## src/rtl/div_pkg.sv

```systemverilog
// Shared definitions for the signed restoring divider: FSM state encoding
// and the default operand width.
package div_pkg;

  localparam int DEFAULT_WIDTH = 32;

  typedef enum logic [1:0] {
    IDLE = 2'd0,
    CALC = 2'd1,
    FIX  = 2'd2,
    DONE = 2'd3
  } state_t;

endpackage

```

## src/rtl/div_step.sv

```systemverilog
// One stateless restoring-division iteration: trial-subtract the divisor from
// the shifted partial remainder and keep the difference only if it fits.
module div_step #(
  parameter int WIDTH = 32
) (
  input  logic [WIDTH:0]   shifted_i,
  input  logic [WIDTH-1:0] divisor_i,
  output logic [WIDTH-1:0] rem_o,
  output logic             q_o
);

  logic [WIDTH:0]   divisor_ext;
  logic [WIDTH-1:0] trial;

  assign divisor_ext = {1'b0, divisor_i};

  // The compare is WIDTH+1 bits wide; when it succeeds the true difference is
  // below the divisor, so a WIDTH-bit modular subtraction yields it exactly.
  assign q_o   = (shifted_i >= divisor_ext);
  assign trial = shifted_i[WIDTH-1:0] - divisor_i;
  assign rem_o = q_o ? trial : shifted_i[WIDTH-1:0];

endmodule

```

## src/rtl/div_unit.sv

```systemverilog
// Signed iterative divider: magnitudes are divided MSB-first over WIDTH
// cycles, then quotient/remainder signs are fixed up (truncating division).
module div_unit
  import div_pkg::*;
#(
  parameter int WIDTH = DEFAULT_WIDTH
) (
  input  logic             clk,
  input  logic             reset,
  input  logic             start,
  input  logic [WIDTH-1:0] a,
  input  logic [WIDTH-1:0] b,
  output logic             busy,
  output logic             done,
  output logic             div_zero,
  output logic [WIDTH-1:0] lo,
  output logic [WIDTH-1:0] hi,
  output state_t           dbg_state
);

  localparam int CW = $clog2(WIDTH);

  state_t           state_q;
  logic [CW-1:0]    cnt_q;
  logic [WIDTH-1:0] rem_q;
  logic [WIDTH-1:0] quo_q;
  logic [WIDTH-1:0] dvs_q;
  logic [WIDTH-1:0] lo_q;
  logic [WIDTH-1:0] hi_q;
  logic             neg_quo_q;
  logic             neg_rem_q;
  logic             busy_q;
  logic             done_q;
  logic             dz_q;

  logic [WIDTH:0]   shifted_d;
  logic [WIDTH-1:0] rem_d;
  logic             qbit_d;

  // quo_q starts as |a| and is shifted out MSB-first while quotient bits enter.
  assign shifted_d = {rem_q, quo_q[WIDTH-1]};

  div_step #(.WIDTH(WIDTH)) u_step (
    .shifted_i (shifted_d),
    .divisor_i (dvs_q),
    .rem_o     (rem_d),
    .q_o       (qbit_d)
  );

  always_ff @(posedge clk or negedge reset) begin
    if (!reset) begin
      state_q   <= IDLE;
      cnt_q     <= '0;
      rem_q     <= '0;
      quo_q     <= '0;
      dvs_q     <= '0;
      lo_q      <= '0;
      hi_q      <= '0;
      neg_quo_q <= 1'b0;
      neg_rem_q <= 1'b0;
      busy_q    <= 1'b0;
      done_q    <= 1'b0;
      dz_q      <= 1'b0;
    end else begin
      case (state_q)
        IDLE: begin
          if (start) begin
            neg_quo_q <= a[WIDTH-1] ^ b[WIDTH-1];
            neg_rem_q <= a[WIDTH-1];
            quo_q     <= a[WIDTH-1] ? (~a + 1'b1) : a;
            dvs_q     <= b[WIDTH-1] ? (~b + 1'b1) : b;
            rem_q     <= '0;
            cnt_q     <= '0;
            busy_q    <= 1'b1;
            dz_q      <= 1'b0;
            if (b == '0) begin
              lo_q    <= '1;
              hi_q    <= a;
              dz_q    <= 1'b1;
              done_q  <= 1'b1;
              state_q <= DONE;
            end else begin
              state_q <= CALC;
            end
          end
        end
        CALC: begin
          rem_q <= rem_d;
          quo_q <= {quo_q[WIDTH-2:0], qbit_d};
          cnt_q <= cnt_q + 1'b1;
          if (cnt_q == CW'(WIDTH - 1)) begin
            state_q <= FIX;
          end
        end
        FIX: begin
          lo_q    <= neg_quo_q ? (~quo_q + 1'b1) : quo_q;
          hi_q    <= neg_rem_q ? (~rem_q + 1'b1) : rem_q;
          done_q  <= 1'b1;
          state_q <= DONE;
        end
        DONE: begin
          done_q  <= 1'b0;
          busy_q  <= 1'b0;
          state_q <= IDLE;
        end
        default: state_q <= IDLE;
      endcase
    end
  end

  assign busy      = busy_q;
  assign done      = done_q;
  assign div_zero  = dz_q;
  assign lo        = lo_q;
  assign hi        = hi_q;
  assign dbg_state = state_q;

endmodule

```

## config.mk

```make
export PLATFORM = sky130hd
export DESIGN_NAME = div_unit
export DESIGN_NICKNAME = d
export VERILOG_FILES = /design/src/rtl/div_pkg.sv /design/src/rtl/div_step.sv /design/src/rtl/div_unit.sv
export SDC_FILE = /design/constraint.sdc
export NUM_CORES = 1
export LEC_CHECK = 0
export BUFFER_PORTS_ARGS = -buffer_cell sky130_fd_sc_hd__buf_2
export CORE_MARGIN = 2
export CORE_UTILIZATION = 35
export CTS_BUF_LIST = sky130_fd_sc_hd__clkbuf_16
export CTS_CLUSTER_SIZE = 28
export DETAILED_ROUTE_END_ITERATION = 16
export PLACE_DENSITY = 0.61
export SLEW_MARGIN = 10
export SYNTH_ARGS = -nofsm -noshare
export SYNTH_HDL_FRONTEND = slang
export SYNTH_SLANG_ARGS = --single-unit
export TNS_END_PERCENT = 50
```

## constraint.sdc

```tcl
create_clock -name clk -period 7.8 [get_ports clk]
set_input_delay 0.39 -clock clk [delete_from_list [all_inputs] [get_ports clk]]
set_output_delay 0.39 -clock clk [all_outputs]
set_load 0.01 [all_outputs]
```

==> results.json <==
{
  "root_buffer": "clkbuf_16",
  "die-height_um": 190,
  "synth_cell_types": 75,
  "cts_setup_buffers": 0,
  "pre_cts_ws_ns": 3.79,
  "use_met3": 0.0360,
  "tritoncts": "done",
  "cp.required_ns": 8.18,
  "setup_tns_ns": 0,
  "wl_um": 35200,
  "cts_hold_buf": 1,
  "slowest_stage": "ha_1",
  "cpPeakStageDelay_ns": 0.77,
  "ir_drop_v": 0.000205,
  "fin_crit_sh": 0.517,
  "drtAntennaViolNets": 0,
  "synth_ff_type": "dfrtp_1",
  "dr.pass1.iters": 7,
  "n_fill_cell": 3526,
  "yosysSeqAreaShare": 0.356,
  "drt_drc_violations_left": 0,
  "io_buffers": 135,
  "detail_route.wl_per_cell_um": 17.3,
  "synth_nets": 1595,
  "rsz0062_at_grt": "no",
  "cap_violations": 0,
  "crit_path_cell_trace": "inv_1 -> ha_1 -> nand2_2 -> nor3_1 -> nand4_1 -> o21ai_4 -> buf_4 -> o21ai_0 -> a21oi_1 -> a21o_1",
  "synth_top_area_frac": 0.356,
  "place_hpwl_um": 26700,
  "areaGrowthSynthToFinish_pct": 13.5,
  "grt_max_degree": 69,
  "ff_latch_area_um2": 4300,
  "max_freq_mhz": 248,
  "crit_family": "simple AND/OR/NAND/NOR gates",
  "critPathArrivalTime_ns": 4.41,
  "grt_antenna_before_repair": 0,
  "drive_gt1_frac": 0.135,
  "met2_usage": 0.303,
  "critical_path_class": "reg2reg",
  "yosysMostFrequentCell": "nand2_1",
  "fin_util": 0.400,
  "post_cts_resized": 0,
  "path_buf_inv": 2,
  "run_status": "completed",
  "busiest_layer": "met2",
  "synthCells": 1485,
  "core_um2": 34300,
  "crit_path_end_kind": "flip-flop",
  "slew_headroom": 0.163,
  "slew_viol_final": 0,
  "multi_input_area_um2": 7260,
  "drtIter0Drc": 862,
  "hold_viol": 0,
  "avgSynthCellArea_um2": 8.14,
  "min_period_ns": 4.03,
  "rows": 68,
  "setup_viol": 0,
  "async_flop_share": 1.00,
  "yosys_warnings": 0,
  "synth_top_area_cell": "dfrtp_1",
  "initial_core_util": 0.353,
  "cts_max_level": 4,
  "cts.reportedPaths.clkPinSlew_ns": 0.08,
  "synth_edf_count": 0,
  "synth-seq-cells": 172,
  "synth_area_leaders": "dfrtp_1 (36%), xor2_1 (6.4%), nand2_1 (6.3%)",
  "gr-usage-met1": 0.287,
  "nets": 1669,
  "via_per_inst": 5.48,
  "path_max_fanout": 36,
  "dieArea_um2": 36100,
  "synthesis.area_um2": 12100,
  "routabilityCongestion": 0.906,
  "clkLatencyLatePin_ns": 0.44,
  "worst_pin_slew_ns": 1.26,
  "cts_buffer_depth": 2,
  "cts_num_sinks": 172,
  "yosys-top-cells-count": "nand2_1 (202), dfrtp_1 (172), o21ai_0 (150), a21oi_1 (134), nor2_1 (118)",
  "die_width_um": 190,
  "vias": 11110,
  "start_kind": "flip-flop",
  "grt_pass1_vias": 10292,
  "p_leak_nw": 5.95,
  "hold_path_class": "in2reg",
  "skew_ns": 0.0149,
  "grt_use_total": 0.197,
  "grt_pass1_wl_um": 56700,
  "boundaryPins": 136,
  "cts_buffers": 17,
  "power_density_nw_per_um2": 483,
  "finalWorstSetupSlack_ns": 3.77,
  "overflow": 0
}
## placed cells by master, fill, tap and decap left out, drive strengths merged, types with 42 or more instances in the layout
| cell type | n |
|---|---|
| xnor2 | 50 |
| o21ai | 163 |
| inv | 64 |
| xor2 | 88 |
| dfrtp | 172 |
| ha | 42 |
| nor2 | 119 |
| buf | 146 |
| nand2 | 202 |
| a21oi | 134 |
## metal layers
metal	share of wire	vias up	wire, µm
li1	-	5463	-
met5	0	-	0
met2	0.44	344	15500
met3	0.059	37	2070
met1	0.49	5266	17100
met4	0.012	0	423
## tightest hold or removal path, cell delays in order
cell and delay [ns]:
buf_2 0.09, xor2_1 0.06, o21ai_0 0.12
## metrics by stage
step	hold WS (ns)	cell area [µm²]	total power [mW]	instances
floorplan	0.0944	12100	4.61	1485
global placement	0.424	13100	5.67	1994
detailed placement	0.427	13100	5.73	1994
CTS	0.261	13700	6.61	2027
global route	0.277	13700	7.21	2027
finish	0.266	13700	6.63	2028
## final timing paths
check                              from         to  slack, ns  depth (start not counted)
setup / recovery           dbg_state[1]     hi[23]       3.77                         10
hold / removal                    b[20]  dvs_q[20]       0.27                          3
setup reg to reg           dbg_state[1]     hi[23]       3.77                         10
hold reg to reg                  hi[22]     hi[22]       0.48                          1
max in group asynchronous         reset  dvs_q[27]       6.09                          3
min in group asynchronous         reset      lo[7]       0.51                          2
## kinds of logic after synthesis
family	synth area share
flip-flops	0.356
XOR/XNOR	0.0999
adder cells (fa/ha/maj)	0.0451
buffers and inverters	0.0484
AND/OR/NAND/NOR	0.194
AO/OA/AOI/OAI	0.239
multiplexers	0.0178
## layout make-up
class	instances	share of cell area
Sequential cell	172	0.314
Multi-Input combinational cell	1164	0.529
Timing Repair Buffer	147	0.0564
Antenna cell	1	0.000182
Tap cell	455	0.0415
Clock buffer	17	0.0310
Clock inverter	15	0.0127
Inverter	57	0.0156
## sequential cells by signal (all words and copies together), names as in the netlist
register	cells
rem_q	32
lo	32
dvs_q	32
div_zero	1
neg_rem_q	1
done	1
hi	32
cnt_q	5
busy	1
quo_q	32
dbg_state	2
neg_quo_q	1
## report_power, final
part	total (mW)	internal [mW]	switching, mW
logic	4.00	1.51	2.49
registers	1.76	1.30	0.458
clock network	0.870	0.433	0.437
total	6.63	3.25	3.38
Power figures use the tool's default switching activity.
